==> config.mk <==
export PLATFORM = sky130hd
export DESIGN_NAME = dshot_output_flat
export DESIGN_NICKNAME = d
export VERILOG_FILES = /design/src/rtl/dshot_output_if.sv /design/src/rtl/dshot_output.sv /design/src/flat_wrapper.sv
export SDC_FILE = /design/constraint.sdc
export NUM_CORES = 1
export LEC_CHECK = 0
export CELL_PAD_IN_SITES_DETAIL_PLACEMENT = 0
export CELL_PAD_IN_SITES_GLOBAL_PLACEMENT = 1
export CORE_MARGIN = 10
export CORE_UTILIZATION = 39
export CTS_BUF_LIST = sky130_fd_sc_hd__clkbuf_8 sky130_fd_sc_hd__clkbuf_16
export CTS_CLUSTER_DIAMETER = 200
export DETAILED_ROUTE_END_ITERATION = 12
export GPL_TIMING_DRIVEN = 1
export PLACE_DENSITY = 0.79
export SKIP_CTS_REPAIR_TIMING = 1
export SLEW_MARGIN = 20
export SYNTH_ARGS = -nofsm -noshare
export SYNTH_HDL_FRONTEND = slang
export SYNTH_SLANG_ARGS = --single-unit
==> constraint.sdc <==
create_clock -name clk -period 1.9 [get_ports clk]
set_clock_uncertainty 0.15 [all_clocks]
set_input_delay 0.19 -clock clk [delete_from_list [all_inputs] [get_ports clk]]
set_output_delay 0.19 -clock clk [all_outputs]
set_load 0.01 [all_outputs]
==> src/rtl/dshot_output_if.sv <==
// dshot_output_if: request channel into the DShot transmitter (valid/ready plus frame payload).
interface dshot_output_if;
    logic        sendValid;
    logic        sendReady;
    logic [10:0] sendThrottle;
    logic        sendTelemetry;
    modport master (output sendValid, sendThrottle, sendTelemetry, input sendReady);
    modport slave  (input sendValid, sendThrottle, sendTelemetry, output sendReady);
endinterface

==> src/rtl/dshot_output.sv <==
// dshot_output: DShot frame serializer with valid/ready request port and optional auto-repeat.
// Define DSHOT_BIDIR_EN for bidirectional DShot (inverted line levels, inverted CRC).
module dshot_output #(
    parameter int BIT_CLKS = 80,
    parameter int T1H_CLKS = 60,
    parameter int T0H_CLKS = 30,
    parameter int GAP_CLKS = 40
) (
    input  logic          clk,
    input  logic          resetN,
    dshot_output_if.slave send,
    input  logic          autoRepeat,
    output logic          outPin,
    output logic          busy,
    output logic          frameDone
);
    localparam int MAXC = (BIT_CLKS > GAP_CLKS) ? BIT_CLKS : GAP_CLKS;
    localparam int CW = $clog2(MAXC + 1);
    localparam logic [CW-1:0] T1_LAST = CW'(T1H_CLKS - 1);
    localparam logic [CW-1:0] T0_LAST = CW'(T0H_CLKS - 1);
    localparam logic [CW-1:0] BIT_LAST = CW'(BIT_CLKS - 1);
    localparam logic [CW-1:0] GAP_LAST = CW'(GAP_CLKS - 1);
    localparam logic [1:0] S_IDLE = 2'd0;
    localparam logic [1:0] S_HIGH = 2'd1;
    localparam logic [1:0] S_LOW = 2'd2;
    localparam logic [1:0] S_GAP = 2'd3;
`ifdef DSHOT_BIDIR_EN
    localparam logic ACT_LVL = 1'b0;
    localparam logic [3:0] CRC_INV = 4'hF;
`else
    localparam logic ACT_LVL = 1'b1;
    localparam logic [3:0] CRC_INV = 4'h0;
`endif
    localparam logic IDLE_LVL = ~ACT_LVL;

    if (!(T0H_CLKS > 0 && T0H_CLKS < T1H_CLKS && T1H_CLKS < BIT_CLKS && GAP_CLKS >= 1)) begin : g_bad_params
        $error("dshot_output: illegal timing parameters");
    end

    logic [1:0]    state_q, state_d;
    logic [CW-1:0] cnt_q, cnt_d;
    logic [3:0]    bit_q, bit_d;
    logic [15:0]   shift_q, shift_d;
    logic [15:0]   frame_q, frame_d;
    logic          has_q, has_d;
    logic          out_q, out_d;
    logic [11:0]   value12;
    logic [15:0]   new_frame;

    assign value12 = {send.sendThrottle, send.sendTelemetry};
    assign new_frame = {value12, value12[3:0] ^ value12[7:4] ^ value12[11:8] ^ CRC_INV};
    assign send.sendReady = state_q == S_IDLE;
    assign busy = state_q != S_IDLE;
    assign frameDone = state_q == S_GAP && cnt_q == GAP_LAST;
    assign outPin = out_q;

    // A new request always wins over replaying the stored frame.
    always_comb begin
        state_d = state_q;
        cnt_d = cnt_q + 1'b1;
        bit_d = bit_q;
        shift_d = shift_q;
        frame_d = frame_q;
        has_d = has_q;
        case (state_q)
            S_IDLE: begin
                cnt_d = '0;
                bit_d = '0;
                if (send.sendValid) begin
                    state_d = S_HIGH;
                    shift_d = new_frame;
                    frame_d = new_frame;
                    has_d = 1'b1;
                end else if (autoRepeat && has_q) begin
                    state_d = S_HIGH;
                    shift_d = frame_q;
                end
            end
            S_HIGH: state_d = cnt_q == (shift_q[15] ? T1_LAST : T0_LAST) ? S_LOW : S_HIGH;
            S_LOW: begin
                if (cnt_q == BIT_LAST) begin
                    cnt_d = '0;
                    state_d = bit_q == 4'd15 ? S_GAP : S_HIGH;
                    bit_d = bit_q + 4'd1;
                    shift_d = {shift_q[14:0], 1'b0};
                end
            end
            default: begin
                if (cnt_q == GAP_LAST) begin
                    cnt_d = '0;
                    state_d = S_IDLE;
                end
            end
        endcase
        out_d = state_d == S_HIGH ? ACT_LVL : IDLE_LVL;
    end

    always_ff @(posedge clk) begin
        if (!resetN) begin
            state_q <= S_IDLE;
            cnt_q <= '0;
            bit_q <= '0;
            shift_q <= '0;
            frame_q <= '0;
            has_q <= 1'b0;
            out_q <= IDLE_LVL;
        end else begin
            state_q <= state_d;
            cnt_q <= cnt_d;
            bit_q <= bit_d;
            shift_q <= shift_d;
            frame_q <= frame_d;
            has_q <= has_d;
            out_q <= out_d;
        end
    end
endmodule

==> src/flat_wrapper.sv <==
// flat-port wrapper written by rule: the top's interface ports become plain ports
module dshot_output_flat 
#(
    parameter int BIT_CLKS = 80,
    parameter int T1H_CLKS = 60,
    parameter int T0H_CLKS = 30,
    parameter int GAP_CLKS = 40
)
  (clk, resetN, autoRepeat, outPin, busy, frameDone, send_sendValid, send_sendThrottle, send_sendTelemetry, send_sendReady);
  dshot_output_if send_i ();
  input  logic clk;
  input  logic resetN;
  input  logic autoRepeat;
  output logic outPin;
  output logic busy;
  output logic frameDone;
  input wire logic [$bits(send_i.sendValid)-1:0] send_sendValid;
  input wire logic [$bits(send_i.sendThrottle)-1:0] send_sendThrottle;
  input wire logic [$bits(send_i.sendTelemetry)-1:0] send_sendTelemetry;
  output wire logic [$bits(send_i.sendReady)-1:0] send_sendReady;
  assign send_i.sendValid = send_sendValid;
  assign send_i.sendThrottle = send_sendThrottle;
  assign send_i.sendTelemetry = send_sendTelemetry;
  assign send_sendReady = send_i.sendReady;
  dshot_output #(.BIT_CLKS(BIT_CLKS), .T1H_CLKS(T1H_CLKS), .T0H_CLKS(T0H_CLKS), .GAP_CLKS(GAP_CLKS)) u_core (.clk(clk), .resetN(resetN), .send(send_i), .autoRepeat(autoRepeat), .outPin(outPin), .busy(busy), .frameDone(frameDone));
endmodule
==> results.md <==
* Status: finished, final reports clean
* Share of flip-flops with an asynchronous set or reset at 0
* Final WL at 5550 microns
* CP Max Fanout at 2
* Worst R2R Setup Slack at 0.15 ns
* Seq/Total Area, Yosys at 0.399
* Worst-Margin Slew at 0.440 ns
* Area growth, synth to finish at 21.7%
* Top cells by count, synth: nand2_1 (61), dfxtp_1 (47), mux2i_1 (24), a21oi_1 (22), o211ai_1 (17)
* Core ar. at 0.00589 sq mm
* Syn_area_per_cell at 8.59 sq um
* Most frequent cell after synthesis: nand2_1
* Vias at 1973
* Yosys reg bits at 47
* Total track usage at 0.112
* Startpoint types: register
* Post-synth EDFFs at 0
* Fin nets at 325
* DRT antenna net count at 0
* Final Hold Fails at 0
* Achievable Freq at 0.548 GHz
* Post-Layout Inst Area at 0.00287 sq mm
* Clock Root Buffer: clkbuf_8
* DP Area at 0.00276 sq mm
* Cell family with most CP delay: simple AND/OR/NAND/NOR gates
* WP data arrival at 1.48 ns
* Inserted Diodes at 0
* Final Max Slew Viols at 0
* Synth Flop Type: dfxtp_1
* Antenna violations before repair at 0
* Fin crit period at 1.82 ns
* Drt first pass iters at 5
* Die ar. at 0.00957 sq mm
* Via density at 5.16
* Setup TNS at 0 ns
* Post-DP HPWL at 3910 microns
* Largest cells by area after synthesis: dfxtp_1 (40%), mux2i_1 (10%), nand2_1 (9.7%)
* Wire per inst at 14.5 microns
* Synth warnings at 0
* WHS at 0.306 ns
* Post-synth top area share at 0.399
* Sink Count at 47
* Netlist cell types at 46
* Ports at 20
* Cell count after synthesis at 275
* FP Rows at 28
* Setup violators final at 0
* Longest Clk Path Bufs at 2
* DIE HEIGHT at 97.8 microns
* Leak pwr at 1.14 nW
* H-tree depth at 2
* Layout cells sized above 1 at 0.153
* Yosys top cell by area: dfxtp_1
* Routability cong. at 0.830
* PortBufs at 19
* Syn_nets at 293
* Grt total ovfl at 0
* Crit. End Element: output pin
* Buf/Inv on CP at 1
* Worst skew pair latency at 0.29 ns
* Hold Crit Class: register to register
* Inserted Clock Buffers at 5
* First-pass GRT wire length at 9100 microns
* Worst-path cell chain: or3_4, nor3_4, and2_1, buf_2
* Vias in the first global route at 1909
* Initial DRC Count at 171
* Die width at 97.8 microns
* Pwr dens at 700 mW/mm^2
* DRC at 0
* Mapped Area at 0.00236 sq mm
* CTS tree: yes
* Initial Util at 0.401
* Critical Path RT at 1.56 ns
* Placed Cells incl. Taps at 376
* Slowest-stage cell, CP: or3_4
* VDD IR max at 381 uV
* Critical path type: register to output pin
* Final Cycle Share at 0.960
* Max Cap Viol at 0
* Clock slew at reported path FFs at 0.08 ns
* Largest net degree at the start of global routing at 31
* Non-filler cells, final at 382
* Slew headroom at 0.707
* Slowest stage delay, CP at 0.41 ns
==> metrics by stage <==
step | util | total power, mW | worst slack (ns)
2_1_floorplan | - | 1.31 | 0.131
4_1_cts | 0.483 | 2.04 | -0.380
3_5_place_dp | 0.468 | 1.43 | -0.0371
6_report | 0.488 | 2.01 | 0.0757
5_1_grt | 0.488 | 2.12 | -0.0179
3_3_place_gp | 0.468 | 1.42 | 0.0112
==> placed cells by master, fill, tap and decap left out, types with 2 or more instances in the layout <==
master           synthesis  layout
a21oi_1                 22      22
a31oi_1                  3       3
a32oi_1                  2       2
and2_1                   3       3
buf_4                    2      22
clkbuf_8                 0       6
clkdlybuf4s50_1          0      16
dfxtp_1                 47      44
dfxtp_2                  0       3
dlymetal6s2s_1           0       2
inv_1                    6       5
mux2i_1                 24      24
nand2_1                 61      61
nand2b_1                 2       2
nand3_1                  4       4
nor2_1                  16      16
nor3_4                   0       2
o2111ai_1                3       3
o211ai_1                17      17
o21ai_0                  8       8
xnor2_1                  9       9
xor2_1                   2       2
==> final timing paths <==
path,from,to,cells after the start
worst min-delay path,u_core.frame_q[15]$_SDFFE_PN0P_,u_core.frame_q[15]$_SDFFE_PN0P_,2
worst max register to register,u_core.cnt_q[4]$_SDFF_PN0_,u_core.state_q[0]$_SDFF_PN0_,5
worst min register to register,u_core.frame_q[15]$_SDFFE_PN0P_,u_core.frame_q[15]$_SDFFE_PN0P_,2
worst max-delay path,u_core.cnt_q[3]$_SDFF_PN0_,frameDone,4
==> routing by layer <==
metal	global-route usage	wire length (microns)	vias up	share of wire
met5	0	0	-	0
met4	0.0492	108	0	0.019
met3	0.0261	169	11	0.030
met2	0.171	2450	31	0.44
met1	0.146	2830	902	0.51
li1	-	-	1029	-
==> where the power goes <==
part	internal [mW]	leakage (nW)	switching (mW)
combinational	0.158	0.709	0.177
clock	0.286	0.0470	0.324
sequential	1.04	0.385	0.0291
==> tightest hold or removal path, stage by stage (launching register included) <==
cell	delay, ns
dfxtp_1	0.31
nand2_1	0.05
a21oi_1	0.05
==> cells by family (layout without fill, tap and decap cells) <==
| family | Yosys count | in the layout | share of synthesized area |
|---|---|---|---|
| and+or+nand+nor | 101 | 101 | 0.202 |
| AOI/OAI and AO/OA | 65 | 65 | 0.190 |
| DFF | 47 | 47 | 0.399 |
| muxes | 24 | 24 | 0.102 |
| buffers and inverters | 24 | 56 | 0.0461 |
| xor gates and xnor gates | 12 | 12 | 0.0509 |
| adders and majority gates | 2 | 2 | 0.0106 |
==> state kept, by name, summed over array words and instances (netlist names) <==
name            cells
u_core.state_q      2
u_core.frame_q     16
u_core.cnt_q        7
u_core.outPin       1
u_core.has_q        1
u_core.shift_q     16
u_core.bit_q        4
==> area by class of cell <==
| cell class | count | area, sq um |
|---|---|---|
| fillers | 594 | 3010 |
| inverters | 7 | 26.3 |
| well taps | 75 | 93.8 |
| flip-flops and latches | 47 | 945 |
| multi-input cells | 204 | 1350 |
| repair buffers | 42 | 375 |
| clock inverters | 1 | 5.00 |
| clock buffers | 6 | 82.6 |
Power figures use the tool's default switching activity.
